`src/rtl/ring_router_mux_rr.sv`:
```
// ring_router_mux_rr
//   Worm-preserving N:1 multiplexer for the debug interconnect ring router.
//   It merges NUM_IN flit streams onto one output. Input 0 is conventionally
//   the ring input. A granted worm keeps the output until its last flit has
//   transferred. New worms are arbitrated round-robin. Valid flits that are
//   not first flits and arrive while unlocked are flagged as orphans and are
//   held stalled. An optional 2-entry skid buffer registers the output path.
//
// Parameters
//   NUM_IN      number of input channels (>= 2)
//   DATA_WIDTH  flit data width
//   OUT_REG     0: combinational output path; 1: registered through a skid buffer
//
// Ports
//   clk, rst    clock; synchronous active-high reset
//   in_data     packed flit data; input i is in_data[i*DATA_WIDTH +: DATA_WIDTH]
//   in_first    first-flit marker per input
//   in_last     last-flit marker per input
//   in_valid    flit valid per input
//   in_ready    flit accepted per input
//   out_data    output flit data
//   out_first   output first-flit marker
//   out_last    output last-flit marker
//   out_valid   output flit valid
//   out_ready   downstream accepts the flit
//   err_orphan  high in an IDLE cycle where only non-first valid flits are present
module ring_router_mux_rr #(
    parameter int NUM_IN     = 2,
    parameter int DATA_WIDTH = 16,
    parameter int OUT_REG    = 0
) (
    input  logic                         clk,
    input  logic                         rst,
    input  logic [NUM_IN*DATA_WIDTH-1:0] in_data,
    input  logic [NUM_IN-1:0]            in_first,
    input  logic [NUM_IN-1:0]            in_last,
    input  logic [NUM_IN-1:0]            in_valid,
    output logic [NUM_IN-1:0]            in_ready,
    output logic [DATA_WIDTH-1:0]        out_data,
    output logic                         out_first,
    output logic                         out_last,
    output logic                         out_valid,
    input  logic                         out_ready,
    output logic                         err_orphan
);

    localparam int IDX_W = (NUM_IN > 1) ? $clog2(NUM_IN) : 1;

    typedef enum logic {IDLE, LOCKED} state_t;

    typedef struct packed {
        logic [DATA_WIDTH-1:0] data;
        logic                  first;
        logic                  last;
    } flit_t;

    state_t           state;
    logic [IDX_W-1:0] rr_ptr;
    logic [IDX_W-1:0] sel;

    logic [DATA_WIDTH-1:0] in_word [NUM_IN];

    logic             found;
    logic [IDX_W-1:0] grant;
    logic [IDX_W-1:0] cur;
    logic             active;
    logic             sready;
    logic             st_valid;
    logic             st_xfer;
    flit_t            st_flit;

    for (genvar gi = 0; gi < NUM_IN; gi++) begin : g_unpack
        assign in_word[gi] = in_data[gi*DATA_WIDTH +: DATA_WIDTH];
    end

    function automatic logic [IDX_W-1:0] next_idx(input logic [IDX_W-1:0] p);
        return (p == IDX_W'(NUM_IN - 1)) ? '0 : p + IDX_W'(1);
    endfunction

    // Round-robin search for a first flit, starting at rr_ptr.
    always_comb begin
        logic [IDX_W:0] pos;
        // NOTE: every variable gets a default before any conditional
        // assignment so no path leaves it unassigned (no latch).
        found = 1'b0;
        grant = rr_ptr;
        pos   = '0;
        for (int k = 0; k < NUM_IN; k++) begin
            pos = {1'b0, rr_ptr} + (IDX_W+1)'(k);
            if (pos >= (IDX_W+1)'(NUM_IN))
                pos = pos - (IDX_W+1)'(NUM_IN);
            if (!found && in_valid[pos[IDX_W-1:0]] && in_first[pos[IDX_W-1:0]]) begin
                found = 1'b1;
                grant = pos[IDX_W-1:0];
            end
        end
    end

    // Gating with rst keeps in_ready/out_valid low while reset is applied.
    assign cur      = (state == LOCKED) ? sel : grant;
    assign active   = !rst && ((state == LOCKED) || found);
    assign st_valid = active && in_valid[cur];
    assign st_flit  = '{data: in_word[cur], first: in_first[cur], last: in_last[cur]};
    assign st_xfer  = st_valid && sready;

    always_comb begin
        in_ready = '0;
        if (active)
            in_ready[cur] = sready;
    end

    assign err_orphan = !rst && (state == IDLE) && !found && |(in_valid & ~in_first);

    always_ff @(posedge clk) begin
        // NOTE: sequential state uses non-blocking assignments so every
        // register samples the pre-edge values.
        if (rst) begin
            state  <= IDLE;
            rr_ptr <= '0;
            sel    <= '0;
        end else begin
            case (state)
                IDLE: begin
                    if (st_xfer) begin
                        if (st_flit.last) begin
                            rr_ptr <= next_idx(grant);
                        end else begin
                            state <= LOCKED;
                            sel   <= grant;
                        end
                    end
                end
                LOCKED: begin
                    if (st_xfer && st_flit.last) begin
                        state  <= IDLE;
                        rr_ptr <= next_idx(sel);
                    end
                end
                default: state <= IDLE;
            endcase
        end
    end

    if (OUT_REG == 0) begin : g_comb
        assign sready    = out_ready;
        assign out_valid = st_valid;
        assign out_data  = st_flit.data;
        assign out_first = st_flit.first;
        assign out_last  = st_flit.last;
    end else begin : g_skid
        flit_t      mem [2];
        logic       wr_ptr;
        logic       rd_ptr;
        logic [1:0] count;
        logic       pop;

        // sready comes from the occupancy register only, so out_ready never
        // reaches in_ready combinationally; two entries absorb the stall.
        assign sready    = (count != 2'd2);
        assign out_valid = (count != 2'd0);
        assign pop       = out_valid && out_ready;
        assign out_data  = mem[rd_ptr].data;
        assign out_first = mem[rd_ptr].first;
        assign out_last  = mem[rd_ptr].last;

        always_ff @(posedge clk) begin
            if (rst) begin
                wr_ptr <= 1'b0;
                rd_ptr <= 1'b0;
                count  <= 2'd0;
            end else begin
                if (st_xfer) wr_ptr <= ~wr_ptr;
                if (pop)     rd_ptr <= ~rd_ptr;
                count <= count + {1'b0, st_xfer} - {1'b0, pop};
            end
        end

        // NOTE: storage is not reset; count gates out_valid, so stale
        // entries are never observed.
        always_ff @(posedge clk) begin
            if (st_xfer)
                mem[wr_ptr] <= st_flit;
        end
    end

endmodule

```
`config.mk`:
```
export PLATFORM = sky130hd
export DESIGN_NAME = ring_router_mux_rr
export DESIGN_NICKNAME = d
export VERILOG_FILES = /design/src/rtl/ring_router_mux_rr.sv
export SDC_FILE = /design/constraint.sdc
export NUM_CORES = 1
export LEC_CHECK = 0
export ABC_AREA = 1
export CAP_MARGIN = 20
export CORE_ASPECT_RATIO = 1.1
export CORE_UTILIZATION = 35
export CTS_BUF_LIST = sky130_fd_sc_hd__clkbuf_8
export CTS_CLUSTER_DIAMETER = 150
export CTS_CLUSTER_SIZE = 40
export DETAILED_ROUTE_END_ITERATION = 6
export DONT_BUFFER_PORTS = 1
export GPL_ROUTABILITY_DRIVEN = 0
export PLACE_DENSITY = 0.59
export SLEW_MARGIN = 10
export SYNTH_ARGS = -nofsm -noshare
export SYNTH_HDL_FRONTEND = slang
export SYNTH_SLANG_ARGS = --single-unit
```
`constraint.sdc`:
```
create_clock -name clk -period 2.7 [get_ports clk]
set_input_delay 0.405 -clock clk [delete_from_list [all_inputs] [get_ports clk]]
set_output_delay 0.405 -clock clk [all_outputs]
set_load 0.02 [all_outputs]
```
==> flow_summary.yaml, run 1 <==
logic_synthesis:
  synth_ff_type: "dfxtp_1"
  ys_seq_area_share_pct: 11.4
  synthTopCellsByArea: "nand2_1 41%, dfxtp_1 11%, buf_6 6.4%"
  yosysMostFrequentCell: "nand2_1"
  synth_top_area_share_pct: 41.2
  ys_seq_elements: 3
  syn_nets: 144
  synth_area_leader_cell: "nand2_1"
  synth_area_sq_um: 528
  synth.distinct_cells: 20
  synth_area_per_cell_sq_um: 5.13
  synth_edf_count: 0
  synth_cells: 103
  synthArstFlopShare_pct: 0
  yosys_warnings: 0
  yosys-top-cells-count: "58 x nand2_1, 8 x inv_1, 6 x nor2_1, 5 x nand2_2, 5 x nand3_1"
routing:
  drt_first_pass_iters: 4
  dr_total_vias: 617
  wl_met1_um: 474
  drt-wirelength-per-cell_um: 10.0
  drc: 0
  route.met2.wl_um: 622
  vias_per_cell: 5.14
  routed_wl_um: 1210
  highest_layer: "met3"
  drt_iter0_drc: 8
  dr_wl_met3_um: 108
  ant_nets: 0
critical_path:
  path_max_fanout: 21
  crit_type: "register to primary output"
  critPathLaunchType: "register"
  cp-end-kind: "primary output"
  reg2reg_slack_ns: 1.26
  cp.required_ns: 2.30
  arrival_ns: 1.49
cells_and_area:
  diodes: 0
  multiInputGateArea_sq_um: 390
  num-fill-cells: 141
  regArea_sq_um: 60.1
  syn_to_final_growth_pct: 5.92
  finish.utilization_pct: 40.4
  fin_cells: 120
  drive_above_1_share_pct: 16.3
  nets: 146
grt:
  antenna_found_initial: 0
  grt_usage_pct: 16.0
  grt_pass1_wl_um: 1960
  grt_start_max_net_pins: 22
  grt-ovfl-total: 0
  grt_pass1_vias: 564
clock_tree:
  cts_resized: 0
  htreeDepth: 1
  post_cts.repair.setup_buffers: 0
  clock_latency_ns: 0.21
  cts_tree: "done"
  cts.clk_slew.worst_paths_ns: 0.03
  cts_root_buffer: "clkbuf_8"
  cts_made_buffers: 3
  holdBufCountCts: 0
  cts.sinks: 3
  clk_path_buf_depth: 2
pwr:
  peakVddDrop_v: 0.000296
  switchingPower_mw: 0.114
  power_frac_comb_pct: 39.0
  pwr-share-clk_pct: 44.0
  powerDensity_nw_per_um2: 499
  sw_frac_of_total_pct: 40.8
  power_frac_seq_pct: 17.0
  p_int_mw: 0.165
  p_leak_nw: 0.328
sta:
  fmax_ghz: 0.526
  worst_slack_ns: 0.800
  clock_skew_ns: 0.00157
  fin_setup_tns_ns: 0
  fin_crit_ns: 1.90
  worstMarginPinSlew_ns: 0.625
  rsz0062_at_grt: "no"
  report.final.slew_viol_count: 0
  timing.final.crit_share_pct: 70.4
  relSlewSlack_pct: 58.0
  finalSetupViolations: 0
  fin_hold_ws_ns: 0.413
  hold_viol_final: 0
die:
  rows: 14
  die_width_um: 39.0
  core_area_sq_um: 1380
  start_util_pct: 38.2
  pin_count: 63
  die_h_um: 42.7
  die_area_sq_um: 1670
place:
  place.port_buffers: 0
  dpl.cell_count: 116
  post-place-ws_ns: 0.909
  post-dp-hpwl_um: 1010
run_status:
  status: "completed"
min_path:
  hold_path.class: "primary input to register"
job:
  maxCapViolCount: 0
-- routing by layer --
layer,global-route usage (%),vias to the layer above
li1,-,312
met1,15.6,269
met2,30.0,36
met3,4.19,0
met4,6.21,0
met5,0,-
-- worst max-delay path: stages, from the launching register on --
cell and delay [ns]:
dfxtp_1 0.34, nand3_1 0.09, nand2_2 0.09, nand3_4 0.08, nand2_4 0.21, inv_4 0.14, nor3_2 0.33
-- metrics by stage --
step                cell area (sq um)  total power, mW
floorplan                         528            0.154
global placement                  514            0.156
detailed placement                514            0.158
CTS                               559            0.283
global route                      559            0.298
finish                            559            0.279
-- path summary, 6_finish.rpt --
kind	from	endpoint	cells past startpoint
max	rr_ptr	in_ready[1]	6
min	rst	sel	3
max reg2reg	rr_ptr	sel	9
min reg2reg	sel	sel	2
-- final cells by class --
| type | count | share of cell area [%] |
|---|---|---|
| inverters | 11 | 7.83 |
| flip-flops and latches | 3 | 10.7 |
| multi-input cells | 86 | 69.8 |
| well taps | 16 | 3.58 |
| clock buffers | 3 | 7.38 |
| clock inverters | 1 | 0.671 |
-- power by group through the flow --
stage / clock network (mW) / registers, mW / logic (mW)
final: 0.123 / 0.0475 / 0.109
after floorplan: 0 / 0.0479 / 0.106
after detailed placement: 0 / 0.0481 / 0.110
after global placement: 0 / 0.0481 / 0.108
after global routing: 0.127 / 0.0477 / 0.123
after CTS: 0.126 / 0.0475 / 0.110
-- cell usage in the layout, fill, tap and decap left out --
cell type,n
nand4_1,1
inv_2,2
nand3_4,1
nand2_1,58
nor3_1,1
dfxtp_1,3
o22ai_1,1
nand2_2,5
nor2_1,6
clkbuf_8,3
nand3_1,5
inv_4,1
o21ai_0,1
nor2_2,2
o21ai_1,1
nand3_2,1
inv_1,9
nand2_4,1
a21oi_1,1
nor3_2,1
-- cell families after synthesis --
family / count (synthesis) / share of synthesized area [%]
compound gates: 4 / 4.03
buf+inv: 14 / 14.7
flops: 3 / 11.4
simple gates: 82 / 69.9
-- state kept, by name, summed over array words and instances, names as in the netlist --
signal and cells:
rr_ptr 1, sel 1, state 1
No activity file was read; power rests on OpenSTA's default activity.
==> inputs of run 2 (changes only) <==
--- a/config.mk
+++ b/config.mk
@@ -5,7 +5,7 @@
 export SDC_FILE = /design/constraint.sdc
 export NUM_CORES = 1
 export LEC_CHECK = 0
-export ABC_AREA = 1
+export ABC_AREA = 0
 export CAP_MARGIN = 20
 export CORE_ASPECT_RATIO = 1.1
 export CORE_UTILIZATION = 35
@@ -15,7 +15,7 @@
 export DETAILED_ROUTE_END_ITERATION = 6
 export DONT_BUFFER_PORTS = 1
 export GPL_ROUTABILITY_DRIVEN = 0
-export PLACE_DENSITY = 0.59
+export PLACE_DENSITY = 0.61
 export SLEW_MARGIN = 10
 export SYNTH_ARGS = -nofsm -noshare
 export SYNTH_HDL_FRONTEND = slang
==> constraint.sdc (replaced) <==
create_clock -name clk -period 1.6 [get_ports clk]
set_input_delay 0.24 -clock clk [delete_from_list [all_inputs] [get_ports clk]]
set_output_delay 0.24 -clock clk [all_outputs]
set_load 0.02 [all_outputs]
==> flow_summary.yaml, run 2 <==
run_status:
  status: "finished with violations"
  violations: "negative setup slack"
routing:
  dr_total_vias: 558
  ant_nets: 0
  routed_wl_um: 1450
  drc: 0
  drt_iter0_drc: 5
  vias_per_cell: 6.27
  drt-wirelength-per-cell_um: 16.3
  drt_first_pass_iters: 4
critical_path:
  path_max_fanout: 10
  arrival_ns: 1.61
  timing.rr.start: "rr_ptr"
  cp.required_ns: 1.36
  crit_type: "register to primary output"
  critPathLaunchType: "register"
  cp-end-kind: "primary output"
  startpoint: "rr_ptr"
logic_synthesis:
  synth_compound_area_share_pct: 19.8
  yosys_warnings: 0
  synth_top_family_by_area: "multiplexers"
  synthArstFlopShare_pct: 0
  synth_area_per_cell_sq_um: 10.1
  yosysMostFrequentCell: "mux2_4"
  synthTopCellsByArea: "mux2_4 46%, dfxtp_1 10%, buf_6 3.8%"
  yosys-top-cells-count: "18 x mux2_4, 3 x dfxtp_1, 3 x nor2_1"
  synth_area_sq_um: 588
  ys_seq_area_share_pct: 10.2
  synth_xor_xnor_area_share_pct: 0
  synth_area_leader_cell: "mux2_4"
  synthMuxAreaShare_pct: 47.9
  synth.distinct_cells: 30
  synth_top_area_share_pct: 46.0
  synth-simple-area-share_pct: 15.1
  syn_nets: 99
  synth_ff_type: "dfxtp_1"
  synth-adder-area-share_pct: 1.91
  synth_edf_count: 0
  synth_cells: 58
  ys_seq_elements: 3
clock_tree:
  cts.clk_slew.worst_paths_ns: 0.03
  cts_tree: "done"
  cts_root_buffer: "clkbuf_8"
  holdBufCountCts: 0
  clk_path_buf_depth: 2
  cts_made_buffers: 3
  clock_latency_ns: 0.22
  htreeDepth: 1
  cts.sinks: 3
die:
  die_h_um: 45.0
  core_area_sq_um: 1580
  die_area_sq_um: 1850
  die_width_um: 41.1
  rows: 15
  start_util_pct: 37.3
  pin_count: 63
cells_and_area:
  nets: 114
  layout_commonest_cell: "mux2_4"
  diodes: 0
  finish.utilization_pct: 50.2
  reg_top3: "rr_ptr (1), sel (1), state (1)"
  syn_to_final_growth_pct: 34.5
  mostFrequentLayoutCells: "18 x mux2_4, 9 x buf_4, 3 x nor2_1, 3 x clkbuf_8, 3 x buf_6"
  drive_above_1_share_pct: 62.5
  fin_area_sq_um: 791
sta:
  report.final.slew_viol_count: 0
  fin_setup_tns_ns: -4.87
  clock_skew_ns: 0.00233
  fin_crit_ns: 1.85
  finalSetupViolations: 21
  relSlewSlack_pct: 79.1
  timing.final.crit_share_pct: 115
  rsz0062_at_grt: "yes"
  hold_viol_final: 0
  fmax_ghz: 0.542
  worstMarginPinSlew_ns: 0.310
  worst_slack_ns: -0.246
pwr:
  peakVddDrop_v: 0.000409
  total_power_mw: 0.680
  power_frac_seq_pct: 12.8
  power_frac_comb_pct: 55.5
  sw_frac_of_total_pct: 35.8
  switchingPower_mw: 0.244
  p_int_mw: 0.436
  powerDensity_nw_per_um2: 860
  pwr-share-clk_pct: 31.6
  p_leak_nw: 0.353
place:
  post-place-ws_ns: -0.0775
  post-dp-hpwl_um: 1090
  place.port_buffers: 0
  dpl-instance-area_sq_um: 664
min_path:
  hold_path.class: "primary input to register"
  worstHoldStart: "rst"
grt:
  grt_pass1_wl_um: 2080
  grt_pass1_vias: 512
  grt_start_max_net_pins: 11
  grt_usage_pct: 16.7
  grt-ovfl-total: 0
  antenna_found_initial: 0
job:
  maxCapViolCount: 0
[run 2: cell count changes in the layout (fill, tap and decap cells not counted), sizes merged, moves of 5 or more]
cell,change
buf,+13
mux2,+19
nand2,-61
nand3,-7
inv,-10
nor2,-5
[run 2: layer usage]
layer,part of all wire (%),routed length (um),vias up,GRT usage [%]
li1,-,-,259,-
met1,39,562,245,20.4
met2,49,711,52,26.3
met3,11,166,2,2.96
met4,0.83,12,0,10.0
met5,0,0,-,0
[run 2: layout make-up]
| class | instances | area [sq um] |
|---|---|---|
| Clock buffer | 3 | 41.3 |
| Clock inverter | 1 | 3.75 |
| Fill cell | 148 | 786 |
| Inverter | 1 | 3.75 |
| Multi-Input combinational cell | 51 | 538 |
| Sequential cell | 3 | 61.3 |
| Tap cell | 17 | 21.3 |
| Timing Repair Buffer | 13 | 121 |
[run 2: logic make-up (layout without fill, tap and decap cells)]
logic type,count (synthesis),after routing
adders and majority gates,1,1
DFF,3,3
and+or+nand+nor,16,16
AOI/OAI and AO/OA,15,15
muxes,19,19
buffers and inverters,4,18
[run 2: critical path: stages, from the launching register on]
cell	delay, ns
dfxtp_2	0.32
inv_2	0.04
maj3_2	0.32
o21a_4	0.23
buf_12	0.15
mux2_4	0.33
[run 2: through the flow]
| step | hold WS (ns) | std cells |
|---|---|---|
| 3_3_place_gp | 0.313 | 81 |
| 2_1_floorplan | 0.309 | 58 |
| 3_5_place_dp | 0.315 | 81 |
| 6_report | 0.0890 | 89 |
| 4_1_cts | 0.0888 | 88 |
| 5_1_grt | 0.0901 | 89 |
[run 2: repair_timing]
item,in CTS,in global routing
endpoints found under the setup margin,21,21
gates resized for setup,14,1
pin swaps,4,1
buffers inserted,2,1
gates cloned,1,0
[run 2: final timing paths]
kind,endpoint,cells past startpoint,slack (ns)
max reg2reg,state,6,0.26
min,sel,1,0.09
min reg2reg,sel,2,0.52
max,out_data[15],5,-0.25
[run 2: power by group through the flow]
stage | Combinational, mW | Clock (mW) | Sequential, mW
floorplan | 0.293 | 0 | 0.0844
global route | 0.401 | 0.221 | 0.0880
global placement | 0.323 | 0 | 0.0864
CTS | 0.375 | 0.217 | 0.0869
detailed placement | 0.323 | 0 | 0.0864
finish | 0.377 | 0.215 | 0.0873
